### src/rtl/bus_slot_pkg.sv
// Shared types and sizing helpers for the external-bus slot controller.
package bus_slot_pkg;

  typedef enum logic [2:0] {
    IDLE,
    ADDR,
    STRB,
    WAITST,
    LATCH
  } slot_state_e;

  localparam int TOP_BYTE_W = 8;

  function automatic int phase_cnt_w(input int phases);
    return $clog2(phases);
  endfunction

  function automatic int wait_cnt_w(input int wait_max);
    return $clog2(wait_max + 1);
  endfunction

endpackage

### src/rtl/bus_keeper_reg.sv
// Holds the last value seen on the data bus so undriven reads return something stable.
module bus_keeper_reg #(
  parameter int DATA_W = 8
) (
  input  logic              clk,
  input  logic              rst_n,
  input  logic              load_i,
  input  logic [DATA_W-1:0] d_i,
  output logic [DATA_W-1:0] q_o
);

  logic [DATA_W-1:0] keep_q;

  always_ff @(posedge clk or negedge rst_n) begin
    if (!rst_n) begin
      keep_q <= '0;
    end else if (load_i) begin
      keep_q <= d_i;
    end
  end

  assign q_o = keep_q;

endmodule

### src/rtl/bus_slot_ctrl.sv
// Turns a core request into one multi-phase bus slot: address, strobe, optional wait, latch.
module bus_slot_ctrl
  import bus_slot_pkg::*;
#(
  parameter int         ADDR_W   = 16,
  parameter int         DATA_W   = 8,
  parameter int         PHASES   = 4,
  parameter int         WAIT_MAX = 15,
  parameter logic [7:0] MMIO_HI  = 8'hFE
) (
  input  logic              CLK,
  input  logic              nRESET,
  input  logic              REQ,
  input  logic              REQ_WR,
  input  logic [ADDR_W-1:0] REQ_ADDR,
  input  logic [DATA_W-1:0] REQ_DATA,
  input  logic              WAIT,
  input  logic              BOOT_VIS,
  input  logic              BUS_DIS,
  input  logic [DATA_W-1:0] D_IN,
  input  logic              D_DRIVEN,
  output logic              ACCEPT,
  output logic [ADDR_W-1:0] A,
  output logic [DATA_W-1:0] D_OUT,
  output logic              D_OE,
  output logic              RD,
  output logic              WR,
  output logic              MREQ,
  output logic              MMIO_REQ,
  output logic              IPL_REQ,
  output logic              DONE,
  output logic [DATA_W-1:0] RDATA,
  output logic              TIMEOUT
);

  localparam int PW = phase_cnt_w(PHASES);
  localparam int WW = wait_cnt_w(WAIT_MAX);

  slot_state_e       state_q, state_d;
  logic [PW-1:0]     phase_q, phase_d;
  logic [WW-1:0]     wcnt_q, wcnt_d;
  logic [ADDR_W-1:0] addr_q, addr_d, a_q, a_d;
  logic [DATA_W-1:0] wdata_q, wdata_d, dout_q, dout_d, rdata_q, rdata_d;
  logic              wr_req_q, wr_req_d, tmo_q, tmo_d;
  logic              rd_str_q, rd_str_d, wr_str_q, wr_str_d, oe_q, oe_d;
  logic              mreq_q, mreq_d, mmio_q, mmio_d, ipl_q, ipl_d;
  logic              done_q, done_d, timeout_q, timeout_d;

  logic                  accept, in_slot, strobe, is_mmio, keep_load;
  logic [TOP_BYTE_W-1:0] top_byte;
  logic [DATA_W-1:0]     keep_val, keep_d, latch_val;

  always_comb begin
    accept   = nRESET && REQ && (state_q == IDLE || state_q == LATCH);
    state_d  = state_q;
    phase_d  = phase_q;
    wcnt_d   = wcnt_q;
    addr_d   = addr_q;
    wr_req_d = wr_req_q;
    wdata_d  = wdata_q;
    tmo_d    = tmo_q;

    case (state_q)
      IDLE: if (accept) state_d = ADDR;
      ADDR: begin
        state_d = STRB;
        phase_d = '0;
      end
      STRB: begin
        if (phase_q == PW'(PHASES - 3)) begin
          if (WAIT) begin
            state_d = WAITST;
            wcnt_d  = WW'(1);
          end else begin
            state_d = LATCH;
          end
        end else begin
          phase_d = phase_q + PW'(1);
        end
      end
      WAITST: begin
        if (!WAIT) begin
          state_d = LATCH;
        end else if (wcnt_q == WW'(WAIT_MAX)) begin
          state_d = LATCH;
          tmo_d   = 1'b1;
        end else begin
          wcnt_d = wcnt_q + WW'(1);
        end
      end
      LATCH:   state_d = accept ? ADDR : IDLE;
      default: state_d = IDLE;
    endcase

    if (accept) begin
      addr_d   = REQ_ADDR;
      wr_req_d = REQ_WR;
      wdata_d  = REQ_DATA;
      tmo_d    = 1'b0;
    end

    // An undriven bus reads back whatever the keeper last held.
    latch_val = D_DRIVEN ? D_IN : keep_val;
    keep_load = (state_q == LATCH);
    keep_d    = wr_req_q ? wdata_q : latch_val;
    rdata_d   = (keep_load && !wr_req_q) ? latch_val : rdata_q;
    done_d    = keep_load;
    timeout_d = keep_load && tmo_q;

    // Bus outputs are registered from the next state so they line up with the state flops.
    in_slot  = (state_d != IDLE);
    strobe   = (state_d == STRB) || (state_d == WAITST);
    top_byte = addr_d[ADDR_W-1 -: TOP_BYTE_W];
    is_mmio  = (top_byte >= MMIO_HI);
    a_d      = in_slot ? addr_d : '0;
    rd_str_d = strobe && !wr_req_d;
    wr_str_d = strobe && wr_req_d;
    oe_d     = wr_str_d;
    dout_d   = wr_str_d ? wdata_d : '0;
    mreq_d   = in_slot && !is_mmio;
    mmio_d   = in_slot && is_mmio;
    ipl_d    = in_slot && (top_byte == 8'h00) && BOOT_VIS;
  end

  always_ff @(posedge CLK or negedge nRESET) begin
    if (!nRESET) begin
      state_q   <= IDLE;
      phase_q   <= '0;
      wcnt_q    <= '0;
      addr_q    <= '0;
      wr_req_q  <= 1'b0;
      wdata_q   <= '0;
      tmo_q     <= 1'b0;
      a_q       <= '0;
      rd_str_q  <= 1'b0;
      wr_str_q  <= 1'b0;
      oe_q      <= 1'b0;
      dout_q    <= '0;
      mreq_q    <= 1'b0;
      mmio_q    <= 1'b0;
      ipl_q     <= 1'b0;
      done_q    <= 1'b0;
      timeout_q <= 1'b0;
      rdata_q   <= '0;
    end else begin
      state_q   <= state_d;
      phase_q   <= phase_d;
      wcnt_q    <= wcnt_d;
      addr_q    <= addr_d;
      wr_req_q  <= wr_req_d;
      wdata_q   <= wdata_d;
      tmo_q     <= tmo_d;
      a_q       <= a_d;
      rd_str_q  <= rd_str_d;
      wr_str_q  <= wr_str_d;
      oe_q      <= oe_d;
      dout_q    <= dout_d;
      mreq_q    <= mreq_d;
      mmio_q    <= mmio_d;
      ipl_q     <= ipl_d;
      done_q    <= done_d;
      timeout_q <= timeout_d;
      rdata_q   <= rdata_d;
    end
  end

  bus_keeper_reg #(.DATA_W(DATA_W)) u_keeper (
    .clk    (CLK),
    .rst_n  (nRESET),
    .load_i (keep_load),
    .d_i    (keep_d),
    .q_o    (keep_val)
  );

  assign ACCEPT   = accept;
  assign A        = BUS_DIS ? '0 : a_q;
  assign D_OUT    = BUS_DIS ? '0 : dout_q;
  assign D_OE     = oe_q && !BUS_DIS;
  assign RD       = rd_str_q && !BUS_DIS;
  assign WR       = wr_str_q && !BUS_DIS;
  assign MREQ     = mreq_q && !BUS_DIS;
  assign MMIO_REQ = mmio_q;
  assign IPL_REQ  = ipl_q;
  assign DONE     = done_q;
  assign RDATA    = rdata_q;
  assign TIMEOUT  = timeout_q;

endmodule

### config.mk
export PLATFORM = sky130hd
export DESIGN_NAME = bus_slot_ctrl
export DESIGN_NICKNAME = d
export VERILOG_FILES = /design/src/rtl/bus_slot_pkg.sv /design/src/rtl/bus_keeper_reg.sv /design/src/rtl/bus_slot_ctrl.sv
export SDC_FILE = /design/constraint.sdc
export NUM_CORES = 1
export LEC_CHECK = 0
export CAP_MARGIN = 20
export CORE_ASPECT_RATIO = 0.6
export CORE_MARGIN = 2
export CORE_UTILIZATION = 40
export CTS_BUF_LIST = sky130_fd_sc_hd__clkbuf_16
export DETAILED_ROUTE_END_ITERATION = 7
export GPL_TIMING_DRIVEN = 0
export PLACE_DENSITY = 0.76
export SETUP_SLACK_MARGIN = 0.02
export SKIP_CTS_REPAIR_TIMING = 1
export SLEW_MARGIN = 15
export SYNTH_ARGS = -nofsm -noshare
export SYNTH_HDL_FRONTEND = slang
export SYNTH_SLANG_ARGS = --single-unit
### constraint.sdc
create_clock -name CLK -period 1.57 [get_ports CLK]
set_clock_uncertainty 0.15 [all_clocks]
set_input_delay 0.157 -clock CLK [delete_from_list [all_inputs] [get_ports CLK]]
set_output_delay 0.157 -clock CLK [all_outputs]
set_load 0.02 [all_outputs]
# Word level (Yosys, flattened, before mapping)
# Index checks and enable logic that the tools add are counted.
classes:
  n_eq_ne: 13
  muxes: 27
  add_sub_neg: 2
  reduce_logical: 30
  order_cmp: 1
ops:
  columns: ["op", "n"]
  rows:
  - ["16-bit two-way mux", 3]
  - ["8-bit two-way mux", 5]
  - ["4-bit two-way mux", 4]
  - ["3-bit two-way mux", 5]
  - ["3-bit one-hot mux with 5 select lines", 1]
  - ["1-bit logical AND", 13]
  - ["3-bit by 2-bit == test with 1-bit output, second input constant", 4]
  - ["2-bit != test, second input constant", 5]
  - ["2-bit nonzero test", 5]
  - ["8-bit greater-or-equal comparator, second input constant", 1]
  - ["8-bit zero test", 1]
  - ["4-bit one-hot mux with 2 select lines", 1]
  - ["1-bit two-way mux", 6]
  - ["5-bit AND reduction", 1]
  - ["4-bit by 1-bit adder with 4-bit output, second input constant", 1]
  - ["4-bit == test, second input constant", 1]
  - ["1-bit zero test", 4]
  - ["2-bit one-hot mux with 2 select lines", 1]
  - ["3-bit by 1-bit == test with 1-bit output, second input constant", 1]
  - ["3-bit == test, second input constant", 1]
  - ["3-bit zero test", 1]
  - ["3-bit AND reduction", 1]
  - ["3-bit nonzero test", 1]
  - ["2-bit by 1-bit adder with 2-bit output, second input constant", 1]
  - ["other kinds (4)", 5]
totals:
  output_inout_bits: 41
  reg_bits: 82
  input_bits: 40

# Depth between registers and ports, before layout
depth:
  ltp_word: 9
  depth_mapped: 7
  depth_no_buf: 7

# Modules after synthesis
# Synthesis repeated with hierarchy kept, for this count alone.
unflattened:
  cells_unflattened: 288
  area_unflattened_um2: 3727.3
modules_own_cells:
  columns: ["mod", "cells_each", "n_inst", "area_each_um2"]
  rows:
  - ["bus_slot_ctrl", 271, 1, 3395.8]
  - ["bus_keeper_reg", 17, 1, 331.6]

# Worst setup path before layout
# No wires, ideal clock.
synth_timing:
  path_type: "reg-to-reg"
  startpoint: "reg wcnt_q[0] (netlist name)"
  endpoint: "reg phase_q[1]"
  path_stages_with_launch: 7
  arrival_time_ps: 1401
  setup_slack_ps: -106
  path_cell_list: "dfrtp_1 -> ha_1 -> nand3_1 -> nand4_1 -> o21ai_2 -> nand3_1 -> mux2_4"
synth_lines:
  columns: ["element", "line_no", "text"]
  rows:
  - ["to (signal assigned)", "bus_slot_ctrl.sv:147", "phase_q <= phase_d;"]
  - ["to (decl)", "bus_slot_ctrl.sv:40", "logic [PW-1:0] phase_q, phase_d;"]

# Worst setup path in the final report
layout_timing:
  startpoint: "reg state_q[0]"
  endpoint: "out ACCEPT"
layout_between:
  elab_chain_len: 3
  word_cells_on_any_way: 4
  cone_classes: "1 x eq/ne; 3 x reduce/logical"
layout_lines:
  columns: ["element", "line_no", "text"]
  rows:
  - ["from (decl)", "bus_slot_ctrl.sv:39", "slot_state_e state_q, state_d;"]
  - ["from (signal assigned)", "bus_slot_ctrl.sv:146", "state_q <= state_d;"]
  - ["3-bit == test or 3-bit zero test (tied branches)", "bus_slot_ctrl.sv:54", "accept = nRESET && REQ && (state_q == IDLE || state_q == LATCH);"]
  - ["1-bit logical OR (*)", "bus_slot_ctrl.sv:54", null]
  - ["1-bit logical AND (*)", "bus_slot_ctrl.sv:54", null]
  - ["to (decl)", "bus_slot_ctrl.sv:22", "output logic ACCEPT,"]
# Mark *: on every way between the ends. The rest lies on a longest branch, timed or not.

==> flow_summary.yaml <==
power_and_ir_drop:
  max-vdd-ir-drop_mv: 0.7330
  power.static_leakage_nw: 2.922
  power.density_nw_per_um2: 1731
  report.power.total_mw: 9.354
clock_tree:
  clock-sinks: 82
  numCtsBuffers: 9
  clkSlewWorstSetupHoldPaths_ns: 0.06
  clock_tree.htree_level_count: 3
  clock_insertion_delay_at_the_later_pin_of_the_skew_report_ns: 0.34
  cts_tree: "yes"
  cts_root_buffer: "clkbuf_16"
  clock_path_buffers: 2
setup_path:
  worst-endpoint-required_ns: 1.26
  crit_chain: "buf_6, nor2_4, nand3_4, inv_8, buf_8, buf_6"
  regToRegSetupSlack_ns: -0.24
  worstRegToRegCells: 6
  worstPathArrival_ns: 1.52
  critPathLaunchType: "register"
  r2r_end: "IPL_REQ$_DFF_PN0_"
  path_common_cell: "buf_6"
  critical_path.max_stage_delay_ns: 0.40
  worstPathMaxFanout: 10
  cp-end-kind: "output pin"
  worstSetupPathType: "reg2out"
  buffer_and_inverter_count_on_the_worst_path: 4
  cp_top_family: "buffers and inverters"
  critical_path.reg2reg.startpoint: "state_q[0]$_DFF_PN0_"
  crit_path_top_delay_cell: "dfrtp_1"
drt:
  via_count: 2988
  drt_iter0_drc: 124
  final_antenna_net_count: 0
  detail_route.wirelength_um: 9588
  drt_pass1_iterations: 4
  route.detailed.vias_per_inst: 5.134
  wl_per_cell_um: 16.47
  number_of_remaining_drc_errors: 0
floorplanning:
  fp.dieW_um: 124.2
  rows: 26
  start_util_pct: 40.99
  floorplan.die_area_sq_um: 9453
  height_of_the_die_um: 76.12
  design.core.area_sq_um: 8458
  pin_count: 81
yosys:
  edff_count_synth: 0
  ys_types: 37
  post_synth_instance_area_sq_um: 3467
  mapped_nets: 390
  postSynth.topFlopCell: "dfrtp_1"
  synth-seq-area-share_pct: 59.18
  synth_top_cells_by_area: "dfrtp_1, nand2_1, a21oi_1"
  postSynthRegisterBits: 82
  synth.most_common_cell: "dfrtp_1"
  synth.yosys.warnings: 0
  yosys.area.top_type_share_pct: 59.18
  post_synth_top_area_cell: "dfrtp_1"
  average_cell_area_after_synthesis_sq_um: 9.963
  post_synth_most_frequent_cells: "dfrtp_1, nand2_1, a21oi_1"
  syn_inst: 348
  synth-async-reset-ratio_pct: 100.0
timing:
  timing.final.hold_violations: 82
  final_tns_setup_ns: -6.711
  setup_repair_after_global_routing_missed_its_margin: "yes"
  achievable-frequency_mhz: 547.7
  fin_ws_ns: -0.2557
  finalSetupViolCount: 62
  worst_slew_margin_rel_pct: 63.50
  fin_hold_ws_ns: -0.4218
  finalCriticalPeriod_ns: 1.826
  final_max_slew_viol_count: 0
  layout_worst_path_cycle_share_pct: 116.3
  timing_worst_slew_pin_value_ns: 0.5475
cells_and_area:
  antenna-diode-count: 0
  num-nets-final: 510
  multi_input_area_sq_um: 1632
  final_core_util_pct: 63.89
  flow.area_growth_from_synthesis_pct: 55.86
  layout.cell_area.non_filler_sq_um: 5404
  area.sequential_sq_um: 2054
  drive_above_1_share_pct: 26.17
  final.fill_count: 677
flow_run:
  max_cap_viol_count: 0
place:
  gp_routability_congestion: 0.8089
  io_buffer_count: 80
  hpwl_um: 5920
  detailed_place.area_sq_um: 4452
global_routing:
  globalRoute.totalOverflow: 0
  grt_start_max_net_pins: 59
  antenna_found_initial: 0
  grt_usage_pct: 18.61
  first_global_vias: 2724
  wire_length_of_the_first_global_routing_pass_um: 13300
run_status:
  run_status: "finished with violations"
  failed_checks: "hold timing, setup timing"
min_path:
  holdCritPathClass: "in2async"
[area by class of cell]
| type | count | share of cell area [%] |
|---|---|---|
| clock buffer | 9 | 4.168 |
| multi-input combinational | 246 | 30.19 |
| clock inverter | 4 | 0.2778 |
| tap | 112 | 2.593 |
| inverter | 6 | 0.5557 |
| buffer | 13 | 1.968 |
| sequential | 82 | 38.02 |
| timing repair buffer | 110 | 22.23 |
[placed cells by master, fill, tap and decap left out, drive strengths merged, types with 4 or more instances in the layout]
| master | instances |
|---|---|
| dfrtp | 82 |
| buf | 43 |
| nor2b | 38 |
| nand2 | 79 |
| dlymetal6s2s | 40 |
| clkbuf | 12 |
| nand3 | 7 |
| inv | 8 |
| nor3 | 5 |
| nand4 | 4 |
| clkdlybuf4s50 | 37 |
| o21ai | 13 |
| a21oi | 51 |
| a22oi | 8 |
| nor2 | 19 |
[per-stage QoR]
step           instances  setup slack [ns]
2_1_floorplan        348          -0.06239
3_3_place_gp         540            -3.705
3_5_place_dp         541           -0.8229
4_1_cts              554            -1.023
5_1_grt              582           -0.3120
6_report             582           -0.2557
[worst max path at each step]
stage,startpoint,slack [ns],endpoint,depth (start not counted)
after floorplan,state_q[2]$_DFF_PN0_,-0.06,phase_q[1]$_DFFE_PN0P_,5
after global placement,nRESET,-3.70,ACCEPT,5
after detailed placement,nRESET,-0.82,ACCEPT,6
after CTS,state_q[0]$_DFF_PN0_,-1.02,ACCEPT,6
after global routing,state_q[0]$_DFF_PN0_,-0.31,ACCEPT,6
final,state_q[0]$_DFF_PN0_,-0.26,ACCEPT,6
[power by group]
group | switching (mW) | internal (mW)
clock | 0.754 | 1.02
sequential | 0.490 | 2.97
combinational | 2.15 | 1.97
[cell families after synthesis]
kind of cell / count (synthesis) / share of synthesized area [%]
flip-flops: 82 / 59.18
adder cells (fa/ha/maj): 2 / 0.7216
AND/OR/NAND/NOR: 162 / 23.02
buffers and inverters: 21 / 2.887
multiplexers: 3 / 1.191
AO/OA/AOI/OAI: 77 / 12.74
XOR/XNOR: 1 / 0.2527
[worst register-to-register path: stages, from the launching register on]
cell     delay, ns
dfrtp_1       0.40
buf_6         0.14
nor2_4        0.14
nand3_4       0.15
buf_6         0.17
mux2_4        0.32
nor4_4        0.26
[layer usage]
layer / up-vias / wire length (um) / track usage [%]
met3: 13 / 767 / 8.907
met1: 1456 / 4204 / 25.62
li1: 1417 / - / -
met2: 102 / 4494 / 26.61
met5: - / 0 / 0
met4: 0 / 122 / 4.270
[sequential cells by signal, indices dropped and copies added, names as in the netlist]
signal        count
MMIO_REQ          1
dout_q            8
wr_req_q          1
wcnt_q            4
state_q           3
rd_str_q          1
TIMEOUT           1
u_keeper.q_o      8
IPL_REQ           1
mreq_q            1
DONE              1
a_q              16
oe_q              1
phase_q           2
RDATA             8
wdata_q           8
addr_q           16
tmo_q             1
(Power assumes the default switching activity.)
